File: src/rtl/data_mem_ctrl.sv
// rtl/data_mem_ctrl.sv - load/store sequencer for the single-port data RAM with RMW sub-word stores
module data_mem_ctrl #(
  parameter int DATA_WIDTH    = 32,
  parameter int BYTE_WIDTH    = 8,
  parameter int ADDRESS_WIDTH = 9
) (
  input  logic                     clk,
  input  logic                     rst_n,
  input  logic                     req_valid,
  output logic                     req_ready,
  input  logic                     req_we,
  input  logic [2:0]               req_funct3,
  input  logic [ADDRESS_WIDTH-1:0] req_addr,
  input  logic [DATA_WIDTH-1:0]    req_wdata,
  output logic                     resp_valid,
  input  logic                     resp_ready,
  output logic [DATA_WIDTH-1:0]    resp_rdata,
  output logic                     resp_err,
  output logic                     mem_en,
  output logic                     mem_we,
  output logic [ADDRESS_WIDTH-3:0] mem_addr,
  output logic [DATA_WIDTH-1:0]    mem_wdata,
  input  logic [DATA_WIDTH-1:0]    mem_rdata
);

  typedef enum logic [2:0] {IDLE, RD, WAIT, WR, RESP} state_t;

  state_t                    state;
  logic                      we_q;
  logic [2:0]                f3_q;
  logic [1:0]                addr_lo;
  logic [2*BYTE_WIDTH-1:0]   wdata_lo;

  logic                      f3_ok;
  logic                      align_ok;
  logic                      req_err;
  logic [4:0]                lane_shift;
  logic [DATA_WIDTH-1:0]     lane_data;
  logic [BYTE_WIDTH-1:0]     byte_v;
  logic [2*BYTE_WIDTH-1:0]   half_v;
  logic [DATA_WIDTH-1:0]     ld_data;
  logic [DATA_WIDTH-1:0]     lane_mask;
  logic [DATA_WIDTH-1:0]     lane_wdata;
  logic [DATA_WIDTH-1:0]     merged;

  // Classify the incoming request: legal funct3 for its direction and natural alignment for its size
  always_comb begin
    f3_ok    = 1'b0;
    align_ok = 1'b0;
    if (req_we) begin
      f3_ok = !req_funct3[2] && (req_funct3[1:0] != 2'b11);
    end else begin
      f3_ok = (req_funct3[1:0] != 2'b11) && (req_funct3 != 3'b110);
    end
    case (req_funct3[1:0])
      2'b00:   align_ok = 1'b1;
      2'b01:   align_ok = !req_addr[0];
      2'b10:   align_ok = (req_addr[1:0] == 2'b00);
      default: align_ok = 1'b0;
    endcase
    req_err = !(f3_ok && align_ok);
  end

  // Lane extraction and extension for loads; sub-word merge into the read word for stores
  always_comb begin
    lane_shift = {addr_lo, 3'b000};
    lane_data  = mem_rdata >> lane_shift;
    byte_v     = lane_data[BYTE_WIDTH-1:0];
    half_v     = lane_data[2*BYTE_WIDTH-1:0];
    case (f3_q)
      3'b000:  ld_data = {{(DATA_WIDTH-BYTE_WIDTH){byte_v[BYTE_WIDTH-1]}}, byte_v};
      3'b100:  ld_data = {{(DATA_WIDTH-BYTE_WIDTH){1'b0}}, byte_v};
      3'b001:  ld_data = {{(DATA_WIDTH-2*BYTE_WIDTH){half_v[2*BYTE_WIDTH-1]}}, half_v};
      3'b101:  ld_data = {{(DATA_WIDTH-2*BYTE_WIDTH){1'b0}}, half_v};
      default: ld_data = lane_data;
    endcase
    // half stores are 2-byte aligned, so the same byte-granular shift places them correctly
    lane_mask  = (f3_q[0] ? DATA_WIDTH'({(2*BYTE_WIDTH){1'b1}})
                          : DATA_WIDTH'({BYTE_WIDTH{1'b1}})) << lane_shift;
    lane_wdata = (f3_q[0] ? DATA_WIDTH'(wdata_lo)
                          : DATA_WIDTH'(wdata_lo[BYTE_WIDTH-1:0])) << lane_shift;
    merged     = (mem_rdata & ~lane_mask) | (lane_wdata & lane_mask);
  end

  // Request/response sequencer; every output is a register updated on state transitions
  always_ff @(posedge clk or negedge rst_n) begin
    if (!rst_n) begin
      state      <= IDLE;
      we_q       <= 1'b0;
      f3_q       <= 3'b000;
      addr_lo    <= 2'b00;
      wdata_lo   <= '0;
      req_ready  <= 1'b1;
      resp_valid <= 1'b0;
      resp_rdata <= '0;
      resp_err   <= 1'b0;
      mem_en     <= 1'b0;
      mem_we     <= 1'b0;
      mem_addr   <= '0;
      mem_wdata  <= '0;
    end else begin
      case (state)
        IDLE: begin
          if (req_valid) begin
            we_q       <= req_we;
            f3_q       <= req_funct3;
            addr_lo    <= req_addr[1:0];
            wdata_lo   <= req_wdata[2*BYTE_WIDTH-1:0];
            req_ready  <= 1'b0;
            resp_rdata <= '0;
            if (req_err) begin
              resp_err   <= 1'b1;
              resp_valid <= 1'b1;
              state      <= RESP;
            end else if (req_we && (req_funct3[1:0] == 2'b10)) begin
              mem_en    <= 1'b1;
              mem_we    <= 1'b1;
              mem_addr  <= req_addr[ADDRESS_WIDTH-1:2];
              mem_wdata <= req_wdata;
              state     <= WR;
            end else begin
              mem_en   <= 1'b1;
              mem_we   <= 1'b0;
              mem_addr <= req_addr[ADDRESS_WIDTH-1:2];
              state    <= RD;
            end
          end
        end
        RD: begin
          mem_en <= 1'b0;
          state  <= WAIT;
        end
        WAIT: begin
          if (we_q) begin
            mem_wdata <= merged;
            mem_en    <= 1'b1;
            mem_we    <= 1'b1;
            state     <= WR;
          end else begin
            resp_rdata <= ld_data;
            resp_valid <= 1'b1;
            state      <= RESP;
          end
        end
        WR: begin
          mem_en     <= 1'b0;
          mem_we     <= 1'b0;
          resp_valid <= 1'b1;
          state      <= RESP;
        end
        RESP: begin
          if (resp_ready) begin
            resp_valid <= 1'b0;
            resp_err   <= 1'b0;
            resp_rdata <= '0;
            req_ready  <= 1'b1;
            state      <= IDLE;
          end
        end
        default: state <= IDLE;
      endcase
    end
  end

endmodule

File: config.mk
export PLATFORM = sky130hd
export DESIGN_NAME = data_mem_ctrl
export DESIGN_NICKNAME = d
export VERILOG_FILES = /design/src/rtl/data_mem_ctrl.sv
export SDC_FILE = /design/constraint.sdc
export NUM_CORES = 1
export LEC_CHECK = 0
export ABC_AREA = 1
export CORE_ASPECT_RATIO = 1.2
export CORE_MARGIN = 1.5
export CORE_UTILIZATION = 49
export CTS_CLUSTER_SIZE = 40
export DETAILED_ROUTE_END_ITERATION = 10
export HOLD_SLACK_MARGIN = 0.06
export PLACE_DENSITY = 0.81
export REMOVE_ABC_BUFFERS = 1
export SETUP_SLACK_MARGIN = 0.5
export SYNTH_ARGS = -nofsm -noshare
export SYNTH_HDL_FRONTEND = slang
export SYNTH_SLANG_ARGS = --single-unit
File: constraint.sdc
create_clock -name clk -period 2 [get_ports clk]
set_input_delay 0.6 -clock clk [delete_from_list [all_inputs] [get_ports clk]]
set_output_delay 0.6 -clock clk [all_outputs]
set_load 0.02 [all_outputs]
---- Word level (Yosys, flattened, before mapping) ----
Index checks and enable logic that the tools add are counted.
cells by class
  add/sub/neg operators ................... 0
  multiply operators ...................... 0
  divide/modulo/power cells ............... 0
  $lt $le $gt $ge ......................... 0
  equality and inequality tests ........... 18
  shifts and indexed selects .............. 3
  mux-type cells .......................... 37
  bitwise gates (word level) .............. 4
  reduce and logical (&&, ||, !) cells .... 27
operator list
  kind                                                                    number
  32-bit two-way mux                                                      7
  32-bit case mux with 4 select lines                                     1
  32-bit case mux with 3 select lines                                     1
  32-bit AND                                                              2
  32-bit case mux with 2 select lines                                     1
  16-bit by 5-bit << shifter with 32-bit output                           2
  16-bit two-way mux                                                      2
  32-bit inverter                                                         1
  32-bit OR                                                               1
  32-bit by 5-bit right shift with 32-bit output                          1
  2-bit != test (second input constant)                                   8
  4-bit AND reduction                                                     4
  3-bit case mux with 5 select lines                                      1
  1-bit two-way mux                                                       13
  3-bit two-way mux                                                       4
  5-bit AND reduction                                                     2
  3-bit equality test (second input constant)                             3
  1-bit case mux with 3 select lines                                      3
  3-bit nonzero test                                                      3
  3-bit by 1-bit equality test with 1-bit output (second input constant)  2
  3-bit by 2-bit equality test with 1-bit output (second input constant)  2
  3-bit logical NOT                                                       2
  3-bit AND reduction                                                     2
  1-bit logical AND                                                       4
  other kinds (12)                                                        17
word-level totals
  bits in registers ....................... 101
  latch bits .............................. 0
  memory bits (writable) .................. 0
  bits in read-only memories .............. 0
  input bits .............................. 81
  output and inout bits ................... 76
  logic and storage cells ................. 102
  memories kept ........................... 0

---- Depth between registers and ports, before layout ----
  word-level depth ........................ 7
  depth in mapped cells ................... 11
  mapped depth without buffers ............ 10

---- Least setup slack after synthesis ----
No wires, ideal clock.
  path type ............................... input-to-reg
  from .................................... in req_valid
  to ...................................... reg resp_rdata[14]
  setup time .............................. 0.117 ns
  arrival time ............................ 1.577 ns
  required time ........................... 1.883 ns
  setup slack ............................. 0.306 ns
  cell stages on the path ................. 9
  path buffers ............................ 2
  cells stage by stage .................... buf_2 inv_1 nand3_1 nand2_1 nor2_4 inv_2 buf_2 nand2_1 nand2_1
on the way
  cells in the longest elaborated chain, start to end .. 2
ends and longest elaborated chain
  element                               line  RTL
  start, declared                       9     input logic req_valid,
  2-bit != test (no source line)        --
  4-bit AND reduction (no source line)  --
  end signal, assigned                  140   resp_rdata <= ld_data;
  end, declared                         17    output logic [DATA_WIDTH-1:0] resp_rdata,
No other way between the ends.
A chain may end at the register's enable or synchronous reset.

---- Worst setup path in the final report ----
  from .................................... reg state[1]
  to ...................................... reg mem_wdata[26]
on the way
  cells in the longest elaborated chain, start to end .. 3
  elaborated cells on any way between the ends .. 9
  classes of those cells .................. 5 x eq/ne; 1 x mux; 3 x reduce/logical
ends and longest elaborated chain
  element                                                                                     line  RTL
  start, declared                                                                             28    state_t state;
  start signal, assigned                                                                      88    state <= IDLE;
  start signal, assigned                                                                      114   state <= RESP;
  start signal, assigned                                                                      120   state <= WR;
  3-bit by 2-bit equality test with 1-bit output / 3-bit logical NOT (equally long branches)  102   case (state)
  2-bit != test (no source line) / 2-bit nonzero test (equally long branches)                 --
  5-bit AND reduction (no source line)                                                        --
  end signal, assigned                                                                        119   mem_wdata <= req_wdata;
  end signal, assigned                                                                        135   mem_wdata <= merged;
  end, declared                                                                               22    output logic [DATA_WIDTH-1:0] mem_wdata,
Parallel ways exist; a longest one is shown, timed or not.

==> metrics <==
diodes inserted 0; post-route clock skew 0.0103 ns; Root Buffer clkbuf_16; Yosys top cell area share 43.3%; CP Launch Type flop; Die Height 122 µm; Fillers 819; DR DRC count 0; row count 43; crit path time final 1.74 ns; PwrDens 1570 nW/µm²; GRT overflow 0; compound-cell area share of the yosys netlist 9.81%; Clock Tree Buf Depth 2; critical path type flop to flop; Clk pwr share 12.6%; core area 11500 µm²; htree depth 3; Max-cap violations 0; Initial Util 50.2%; first-pass GRT wire length 29.5 mm; Post-Syn Instances 857; vias per inst 5.40; clk_lat worst skew 0.35 ns; antenna violations before repair 0; Worst setup EP type flop; Wirelength per Cell 16.6 µm; layout cell share with drive strength beyond 1 25.5%; Max Slew Vio Count 0; Worst Tran Pin Value 0.423 ns; syn avg cell area 6.75 µm²; worst hold path type primary input to asynchronous set/reset pin; status complete, no violations; Total Nets Final 1162; most frequent cell after synthesis nand2_1; post-synthesis sequential area ratio 43.7%; total track usage 30.8%; ranking of synthesized cells by area dfrtp_1 (43%), nand2_1 (27%), o21ai_0 (6.2%); utilization after layout 77.6%; Netlist cell types 25; ANT nets after route 0; switching share of power 45.9%; Max Fclk 574 MHz; fin crit share 87.1%; xor and xnor fraction of the mapped netlist area 0%; Die Span X 102 µm; worst hold margin 0.167 ns; Layout area overhead 54.5%; iteration count of the initial detailed-routing pass 6; FFs w/ async S/R, synth 100%; dpl hpwl 12.8 mm; post-synthesis adder-cell area fraction 0%; Post-Route WL 20.6 mm; endpoints failing setup 0; Worst EP required 2.30 ns; Post-Syn Area 5780 µm²; Post-synth EDFFs 0; ys flop type dfrtp_1; Yosys warning total 0; cell internal pwr 7.60 mW; leakage power 4.74 nW; multiplexer share of the synthesized area 0%; vias 6717; Num CTS Buffers 9; largest net degree at the start of global routing 49; vias in the first global route 6005; Sw Pwr 6.45 mW; peak supply drop 1.05 mV; Post-Synth Simple-Gate Area 38.4%; number of clock sinks 101; CTS tree done; GPL Wtd Cong 0.946; die footprint 12500 µm²; First DRT Iteration DRCs 640; dpl cells 1167; Seq cells post-synth 101; Synth area leader dfrtp_1; RSZ-0062 raised after global routing true; Hold Vio Cnt, Final 0; Final Non-Filler Cells 1243; largest family of logic cells by synthesized area simple AND/OR/NAND/NOR gates; Post-CTS Hold Fix Bufs 0; CP Max Fanout 8; commonest cells in the netlist nand2_1 (409), dfrtp_1 (100), o21ai_0 (72), nand3_1 (66), inv_1 (54); Worst-path clk slew 0.07 ns; Relative slew margins 71.7%; Port-buffer cells 156; sequential share of power 26.3%; critical path arrival 2.04 ns; IO Pins 157; combinational power share 61.1%
## routing by layer
metal	vias to the layer above	part of all wire (%)	GRT usage [%]
met5	-	0	0
met4	0	3.2	10.8
met3	60	9.6	5.74
met2	427	49	50.7
met1	3085	38	40.5
li1	3145	-	-
## cell usage in the layout (no fill, tap or decap), drive strengths merged
master | Yosys | layout
nand2 | 410 | 410
buf | 30 | 176
dfrtp | 100 | 100
o21ai | 72 | 72
nand3 | 68 | 68
clkdlybuf4s50 | 0 | 66
inv | 62 | 62
nor2 | 43 | 43
a21oi | 19 | 19
clkbuf | 14 | 15
nand4 | 10 | 10
dlygate4sd2 | 0 | 10
or2 | 9 | 9
o22ai | 7 | 7
a21boi | 7 | 7
clkinv | 3 | 6
dlymetal6s2s | 0 | 2
a22oi | 1 | 1
clkinvlp | 0 | 1
o21a | 1 | 1
dfstp | 1 | 1
## power by group through the flow
stage	combinational, mW	clock [mW]	sequential, mW
3_5_place_dp	6.91	0	3.55
5_1_grt	9.19	1.85	3.76
3_3_place_gp	6.77	0	3.56
2_1_floorplan	2.94	0	4.36
4_1_cts	7.25	1.74	3.55
6_report	8.58	1.77	3.70
## sequential cells by signal (all words and copies together), names as in the netlist
signal	count
mem_en	1
mem_wdata	32
addr_lo	2
mem_we	1
wdata_lo	16
state	3
resp_rdata	32
mem_addr	7
we_q	1
resp_err	1
resp_valid	1
req_ready	1
f3_q	3
## worst paths after layout
path	start	to	slack, ns	cells past startpoint
setup / recovery	state[1]	mem_wdata[26]	0.26	13
hold / removal	rst_n	mem_wdata[17]	0.17	1
setup reg to reg	state[1]	mem_wdata[26]	0.26	13
hold reg to reg	resp_rdata[29]	resp_rdata[29]	0.47	2
max in group asynchronous	rst_n	req_ready	1.23	2
min in group clk	resp_rdata[29]	resp_rdata[29]	0.47	2
## per-stage QoR
step	TNS, ns	total power [mW]	setup slack, ns	instance area (µm²)
floorplan	-27.50	7.30	-0.553	5560
global placement	-1.91	10.3	-0.0646	7760
detailed placement	-3.03	10.5	-0.103	7760
CTS	0	12.5	0.362	8230
global route	0	14.8	0.199	8930
finish	0	14.0	0.258	8930
## final cells by class
type / instances / area, µm² / share of cell area (%)
sequential: 101 / 2530 / 28.4
inverter: 65 / 273 / 3.05
multi-input combinational: 647 / 2990 / 33.5
timing repair buffer: 257 / 2640 / 29.6
clock buffer: 12 / 267 / 2.98
clock inverter: 4 / 31.3 / 0.350
tap: 157 / 196 / 2.20
## timing repair
| item | in CTS | in global routing |
|---|---|---|
| buffers inserted | 25 | 28 |
| setup endpoints to repair | 171 | 160 |
| gates cloned | 5 | 2 |
| gates resized for setup | 401 | 151 |
| pin swaps | 11 | 11 |
## cell families after synthesis
group | count (synthesis)
simple gates | 540
flops | 101
buf+inv | 109
compound gates | 107
## critical path: stages (launching register included)
cell	delay [ns]
dfrtp_2	0.42
buf_6	0.13
nor2_4	0.14
nand2_4	0.08
nor2_4	0.11
nand2_2	0.07
nand2_2	0.08
inv_2	0.05
nor2_4	0.11
buf_6	0.12
buf_12	0.11
buf_16	0.14
nand2_2	0.06
nand2_1	0.07
Power figures use the tool's default switching activity.
